File: src/rtl/vr_apb_bridge.sv
// vr_apb_bridge: turns a valid/ready request stream into single APB
// transfers and returns one registered response per request. Misaligned
// requests are answered locally, and a stalled completer is cut off by an
// access timeout.
module vr_apb_bridge #(
  parameter int AW      = 32,
  parameter int DW      = 32,
  parameter int TIMEOUT = 16
) (
  input  logic          i_clk,
  input  logic          i_rst,
  input  logic          i_valid,
  output logic          o_ready,
  input  logic          i_write,
  input  logic [AW-1:0] i_addr,
  input  logic [DW-1:0] i_wdata,
  output logic          o_valid,
  input  logic          i_ready,
  output logic [DW-1:0] o_data,
  output logic [1:0]    o_resp,
  output logic          psel_hi,
  output logic          penable_hi,
  output logic          pwrite_hi,
  output logic [AW-1:0] paddr_hi,
  output logic [DW-1:0] pwdata_hi,
  input  logic [DW-1:0] prdata_hi,
  input  logic          pready_hi,
  input  logic          pslverr_hi
);

  localparam logic [1:0] S_IDLE   = 2'd0;
  localparam logic [1:0] S_SETUP  = 2'd1;
  localparam logic [1:0] S_ACCESS = 2'd2;
  localparam logic [1:0] S_RESP   = 2'd3;

  localparam logic [1:0] RESP_OK       = 2'b00;
  localparam logic [1:0] RESP_MISALIGN = 2'b01;
  localparam logic [1:0] RESP_SLVERR   = 2'b10;
  localparam logic [1:0] RESP_TIMEOUT  = 2'b11;

  // A zero TIMEOUT disables the counter; keep it one bit wide so it still exists.
  localparam int CW = (TIMEOUT > 0) ? $clog2(TIMEOUT + 1) : 1;
  // The counter value seen in the last ACCESS cycle allowed before timing out.
  localparam logic [CW-1:0] CNT_LAST = (TIMEOUT > 0) ? CW'(TIMEOUT - 1) : '0;

  logic [1:0]    state;
  logic [CW-1:0] wait_cnt;
  logic          accept;
  logic          misaligned;
  logic          tmo_hit;
  logic          apb_done;

  // Saturating increment: the wait counter must never wrap back to zero.
  function automatic logic [CW-1:0] sat_inc(input logic [CW-1:0] v);
    return (v == '1) ? v : v + CW'(1);
  endfunction

  assign o_ready    = (state == S_IDLE) && !i_rst;
  assign accept     = i_valid && o_ready;
  assign misaligned = (i_addr[1:0] != 2'b00);
  // pready_hi wins over a timeout landing in the same cycle.
  assign tmo_hit    = (TIMEOUT != 0) && (state == S_ACCESS) && !pready_hi &&
                      (wait_cnt == CNT_LAST);
  assign apb_done   = (state == S_ACCESS) && (pready_hi || tmo_hit);

  // Control FSM, wait counter and the registered response.
  always_ff @(posedge i_clk) begin
    if (i_rst) begin
      state    <= S_IDLE;
      wait_cnt <= '0;
      o_valid  <= 1'b0;
      o_data   <= '0;
      o_resp   <= RESP_OK;
    end else begin
      case (state)
        S_IDLE: begin
          if (accept) begin
            if (misaligned) begin
              o_valid <= 1'b1;
              o_data  <= '0;
              o_resp  <= RESP_MISALIGN;
              state   <= S_RESP;
            end else begin
              state <= S_SETUP;
            end
          end
        end
        S_SETUP: begin
          wait_cnt <= '0;
          state    <= S_ACCESS;
        end
        S_ACCESS: begin
          if (pready_hi) begin
            // Read data is only meaningful on a clean read; errors return zero.
            o_data  <= (!pwrite_hi && !pslverr_hi) ? prdata_hi : '0;
            o_resp  <= pslverr_hi ? RESP_SLVERR : RESP_OK;
            o_valid <= 1'b1;
            state   <= S_RESP;
          end else if (tmo_hit) begin
            o_data  <= '0;
            o_resp  <= RESP_TIMEOUT;
            o_valid <= 1'b1;
            state   <= S_RESP;
          end else begin
            wait_cnt <= sat_inc(wait_cnt);
          end
        end
        S_RESP: begin
          if (i_ready) begin
            o_valid <= 1'b0;
            o_data  <= '0;
            o_resp  <= RESP_OK;
            state   <= S_IDLE;
          end
        end
        default: state <= S_IDLE;
      endcase
    end
  end

  // APB bus registers: loaded on an aligned accept, dropped when the transfer ends.
  always_ff @(posedge i_clk) begin
    if (i_rst || apb_done) begin
      psel_hi    <= 1'b0;
      penable_hi <= 1'b0;
      pwrite_hi  <= 1'b0;
      paddr_hi   <= '0;
      pwdata_hi  <= '0;
    end else if (accept && !misaligned) begin
      psel_hi    <= 1'b1;
      penable_hi <= 1'b0;
      pwrite_hi  <= i_write;
      paddr_hi   <= i_addr;
      pwdata_hi  <= i_wdata;
    end else if (state == S_SETUP) begin
      penable_hi <= 1'b1;
    end
  end

endmodule

File: config.mk
export PLATFORM = sky130hd
export DESIGN_NAME = vr_apb_bridge
export DESIGN_NICKNAME = d
export VERILOG_FILES = /design/src/rtl/vr_apb_bridge.sv
export SDC_FILE = /design/constraint.sdc
export NUM_CORES = 1
export LEC_CHECK = 0
export CAP_MARGIN = 20
export CORE_MARGIN = 3
export CORE_UTILIZATION = 32
export DETAILED_ROUTE_END_ITERATION = 8
export GPL_ROUTABILITY_DRIVEN = 0
export PLACE_DENSITY = 0.68
export RECOVER_POWER = 25
export SYNTH_ARGS = -nofsm -noshare
export SYNTH_HDL_FRONTEND = slang
export SYNTH_SLANG_ARGS = --single-unit
File: constraint.sdc
create_clock -name i_clk -period 2 [get_ports i_clk]
set_input_delay 0.2 -clock i_clk [delete_from_list [all_inputs] [get_ports i_clk]]
set_output_delay 0.2 -clock i_clk [all_outputs]
set_load 0.01 [all_outputs]
Yosys cells after proc, flatten, opt, wreduce, memory -nomap -nowiden:

Index checks and enable logic that the tools add are counted.

* output and inout bits: 103
* word-level logic and storage cells: 73
* flip-flop bits (word level): 109
* bits of input ports: 103

* reduce and logical (&&, ||, !) cells: 22
* mux-type cells: 28
* add/sub/neg operators: 1
* equality and inequality tests: 12

Operators with widths (number)
* 2-to-1 mux 32 bit: 6
* case mux 32 bit (3 select lines): 1
* 2-to-1 mux 2 bit: 9
* 2-to-1 mux 5 bit: 3
* inequality test 2 bit, second input constant: 6
* case mux 5 bit (2 select lines): 1
* case mux 2 bit (4 select lines): 1
* logical AND 1 bit: 7
* case mux 2 bit (3 select lines): 1
* adder 5 x 1 -> 5 bit, second input constant: 1
* == test 5 x 4 -> 1 bit, second input constant: 1
* == test 5 bit, second input constant: 1
* logical NOT 1 bit: 5
* 2-to-1 mux 1 bit: 5
* AND reduction 5 bit: 1
* == test 2 bit, second input constant: 2
* AND reduction 4 bit: 1
* nonzero test 2 bit: 2
* inequality test 3 bit, second input constant: 1
* case mux 1 bit (3 select lines): 1
* AND reduction 3 bit: 1
* nonzero test 3 bit: 1
* == test 2 x 1 -> 1 bit, second input constant: 1
* logical NOT 2 bit: 1
* other kinds (2): 3

Logic depth before layout (Yosys ltp):

* word-level depth: 7
* gate-level depth with buffers: 9
* depth with buffers taken out: 7

Least setup slack after synthesis:

No wires, ideal clock.

* path kind: reg-to-reg
* start point: register wait_cnt[0]
* end point: register wait_cnt[4]
* path buffers: 0
* required time: 1.874 ns
* stages on the path, launching flop included: 7
* period minus slack after synthesis: 1.926 ns
* data arrival time: 1.800 ns
* slack: 0.074 ns
* library setup time: 0.126 ns
* path through: dfxtp_1 > ha_1 > and3_1 > ha_1 > or4b_2 > a31oi_1 > nor2_1

* cells in the longest elaborated chain, start to end: 5
* elaborated cells on any way between the ends: 11
* classes of those cells: add/sub (1); eq/ne (4); mux (4); reduce/logical (2)

Ends and longest elaborated chain
* start, declared: RTL line 47 `logic [CW-1:0] wait_cnt;`
* start signal, assigned: RTL line 105 `wait_cnt <= sat_inc(wait_cnt);`
* adder 5 x 1 -> 5 bit: RTL line 55 `return (v == '1) ? v : v + CW'(1);`
* 2-to-1 mux 5 bit: RTL line 55
* 2-to-1 mux 5 bit: RTL line 99 `end else if (tmo_hit) begin`
* 2-to-1 mux 5 bit: RTL line 93 `if (pready_hi) begin`
* case mux 5 bit (2 select lines): RTL line 75 `case (state)`

Several ways; a longest one is shown, not always the timed one. The select of a mux whose other input is x is not followed.
A chain may end at the register's enable or synchronous reset.

Worst setup path in the final report:

* start point: register wait_cnt[0]
* end point: register o_data[0]

* cells in the longest elaborated chain, start to end: 4

Ends and longest elaborated chain
* == test 5 x 4 -> 1 bit: RTL line 63 `(wait_cnt == CNT_LAST);`
* logical AND 1 bit: RTL line 62 `assign tmo_hit = (TIMEOUT != 0) && (state == S_ACCESS) && !pready_hi &&`
* inequality test 3 bit (no source line)
* AND reduction 5 bit (no source line)
* end signal, assigned: RTL line 95 `o_data <= (!pwrite_hi && !pslverr_hi) ? prdata_hi : '0;`
* end, declared: RTL line 19 `output logic [DW-1:0] o_data,`

No other way between the ends.

==> flow_summary.yaml <==
run_status:
  status: "finished clean"
grt:
  grt_first_pass_wirelength_um: 19600
  antenna_found_initial: 0
  globalRouteOverflowTotal: 0
  grt_usage_pct: 16.3
  grt_max_degree: 43
  grt_pass1_vias: 4023
sta:
  setup_viol_count_final: 0
  rsz0062_at_grt: "true"
  clock_skew_ns: 0.00547
  fin_ws_ns: 0.000503
  max_slew_margin_pct: 73.1
  worst_pin_slew_ns: 0.404
  max_freq_mhz: 500
  timing.hold.ws_ns: 0.401
  drv_slew: 0
  period_share_pct: 100
  period_needed_ns: 2.00
  hold_viol: 0
worst_setup_path:
  end_kind: "register"
  r2r_slack_ns: 0.0005
  path_common_cell: "ha_4"
  critPathRequiredTime_ns: 2.22
  crit_arrival_ns: 2.22
  cp_max_fo: 14
  critPathBufInv: 1
  critPathLaunch: "wait_cnt[0]"
  crit_slowest_cell: "a221o_1"
  crit_family: "simple AND/OR/NAND/NOR gates"
  worstSetupPathType: "register to register"
  crit_path_max_incr_delay_ns: 0.40
  rr_startpoint: "wait_cnt[0]"
  timing.critical_path.from_type: "register"
  crit_chain: "ha_4 -> and3_4 -> ha_4 -> nor2_2 -> a221o_1 -> nor2_4 -> clkbuf_16 -> o21ai_0"
clock_network:
  cts_sinks: 109
  tritoncts: "built"
  cts_buffers: 9
  clk_pin_slew_ns: 0.07
  cts_buffer_depth: 2
  worstSkewPairLatency_ns: 0.34
  htree_num_levels: 3
  cts_root_buf: "clkbuf_16"
floorplan:
  die_w_um: 121
  core_area_sq_um: 12800
  initial_core_util_pct: 33.2
  fp-row-count: 41
  io_pins: 206
  dieArea_sq_um: 14700
  die_y_um: 121
cells_and_area:
  instances_no_fill: 885
  drive_above_1_share_pct: 8.56
  n_antenna_cell: 0
  multi_input_area_sq_um: 1910
  final_cell_area_sq_um: 7060
  area_delta_synth_final_pct: 66.0
  ff_latch_area_sq_um: 2180
  n_fill_cell: 1170
  layout.nets: 820
logic_synthesis:
  synth.top_cells.by_count: "130 x nand2_1, 109 x dfxtp_1, 70 x a21oi_1"
  synthCells: 506
  synth_area_leaders: "dfxtp_1 51%, nand2_1 11%, a21oi_1 8.2%"
  synth_edf_count: 0
  ys_seq_area_share_pct: 51.3
  synth-seq-cells: 109
  synth_top_area_share_pct: 51.3
  synthesis.nets: 618
  synth_ff_type: "dfxtp_1"
  syn_avg_cell_area_sq_um: 8.40
  yosysMostFrequentCell: "nand2_1"
  ys_warn_count: 0
  synth_area_sq_um: 4250
  yosys.area.top_type: "dfxtp_1"
  synthArstFlopShare_pct: 0
  synth_cell_types: 33
route:
  routed_wl_um: 12800
  drt_iter0_drc: 195
  dr.pass1.iters: 4
  routed_via_density: 4.79
  wire_per_inst_um: 14.5
  route.detailed.drc: 0
  antenna_left: 0
  num_vias: 4236
placed_design:
  dpl.cell_count: 861
  dp_slack_ns: -0.0201
  dp_hpwl_um: 8850
  placed_cell_area_sq_um: 6560
  portBuffers: 205
power_and_ir_drop:
  power_mw: 6.61
  p_per_area_nw_per_um2: 936
  ir_drop_uv: 485
  p_leak_nw: 2.57
hold_path:
  hold_path_startpoint: "i_wdata[14]"
  hold_class: "input port to register"
run:
  cap_violations: 0
power by group:
part	switching (mW)	internal [mW]
Sequential	0.0783	2.29
Combinational	1.19	1.17
Clock	0.791	1.09
Total	2.06	4.55
per-stage QoR:
step / setup TNS (ns) / utilization [%]
detailed placement: -0.0397 / 51.1
global route: -0.353 / 55.0
floorplan: 0 / -
finish: 0 / 55.0
CTS: 0 / 53.7
global placement: 0 / 51.1
final cells by class:
class                      count  share of cell area [%]
clock buffer                   9                    3.19
tap                          172                    3.05
multi-input combinational    353                    27.1
sequential                   109                    30.9
inverter                       4                   0.213
clock inverter                 7                    1.28
timing repair buffer         231                    34.2
layer usage:
layer,vias to the layer above,track usage (%),routed length (um)
met5,-,0,0
met4,0,5.25,147
met3,9,7.23,1440
met2,183,26.9,6020
met1,1946,18.8,5230
li1,2098,-,-
cell families after synthesis:
logic type,synth area share (%)
adder cells (fa/ha/maj),2.65
AO/OA/AOI/OAI,13.8
flip-flops,51.3
XOR/XNOR,0.412
buffers and inverters,5.59
AND/OR/NAND/NOR,26.0
multiplexers,0.235
final timing paths:
check,endpoint,cells past startpoint
worst max register to register,o_data[0],8
worst min register to register,pwdata_hi[6],2
worst min-delay path,pwdata_hi[14],3
worst max-delay path,o_data[0],8
worst register-to-register path: stages, from the launching register on:
cell and delay [ns]:
dfxtp_2 0.35, ha_4 0.13, and3_4 0.20, ha_4 0.14, nor2_2 0.05, a221o_1 0.40, nor2_4 0.26, clkbuf_16 0.23
o21ai_0 0.11
state kept, by name (all words and copies together), names as in the netlist:
| register | flops |
|---|---|
| o_data | 32 |
| paddr_hi | 32 |
| pwdata_hi | 32 |
| wait_cnt | 5 |
| o_resp | 2 |
| state | 2 |
| o_valid | 1 |
| penable_hi | 1 |
| psel_hi | 1 |
| pwrite_hi | 1 |
what timing repair did:
action / in CTS / in global routing
pin swaps: 1 / 4
hold endpoints to repair: 0 / 0
gates resized for setup: 5 / 27
hold buffers: 0 / 0
setup endpoints to repair: 5 / 38
gates cloned: 0 / 3
buffers inserted: 0 / 5
cell usage in the layout, fill, tap and decap left out, types with 4 or more instances in the layout:
cell type          n
a21oi_1           69
buf_12             9
buf_4             13
clkbuf_16         12
clkdlybuf4s50_1  156
dfxtp_1          107
dlygate4sd3_1     48
ha_1               5
nand2_1          130
nand2b_1          38
nand3_1            4
nand4_1           33
nor2_1            10
o21ai_0           12
o21ai_1           23
Note: power is estimated with default switching activity, not from simulation.
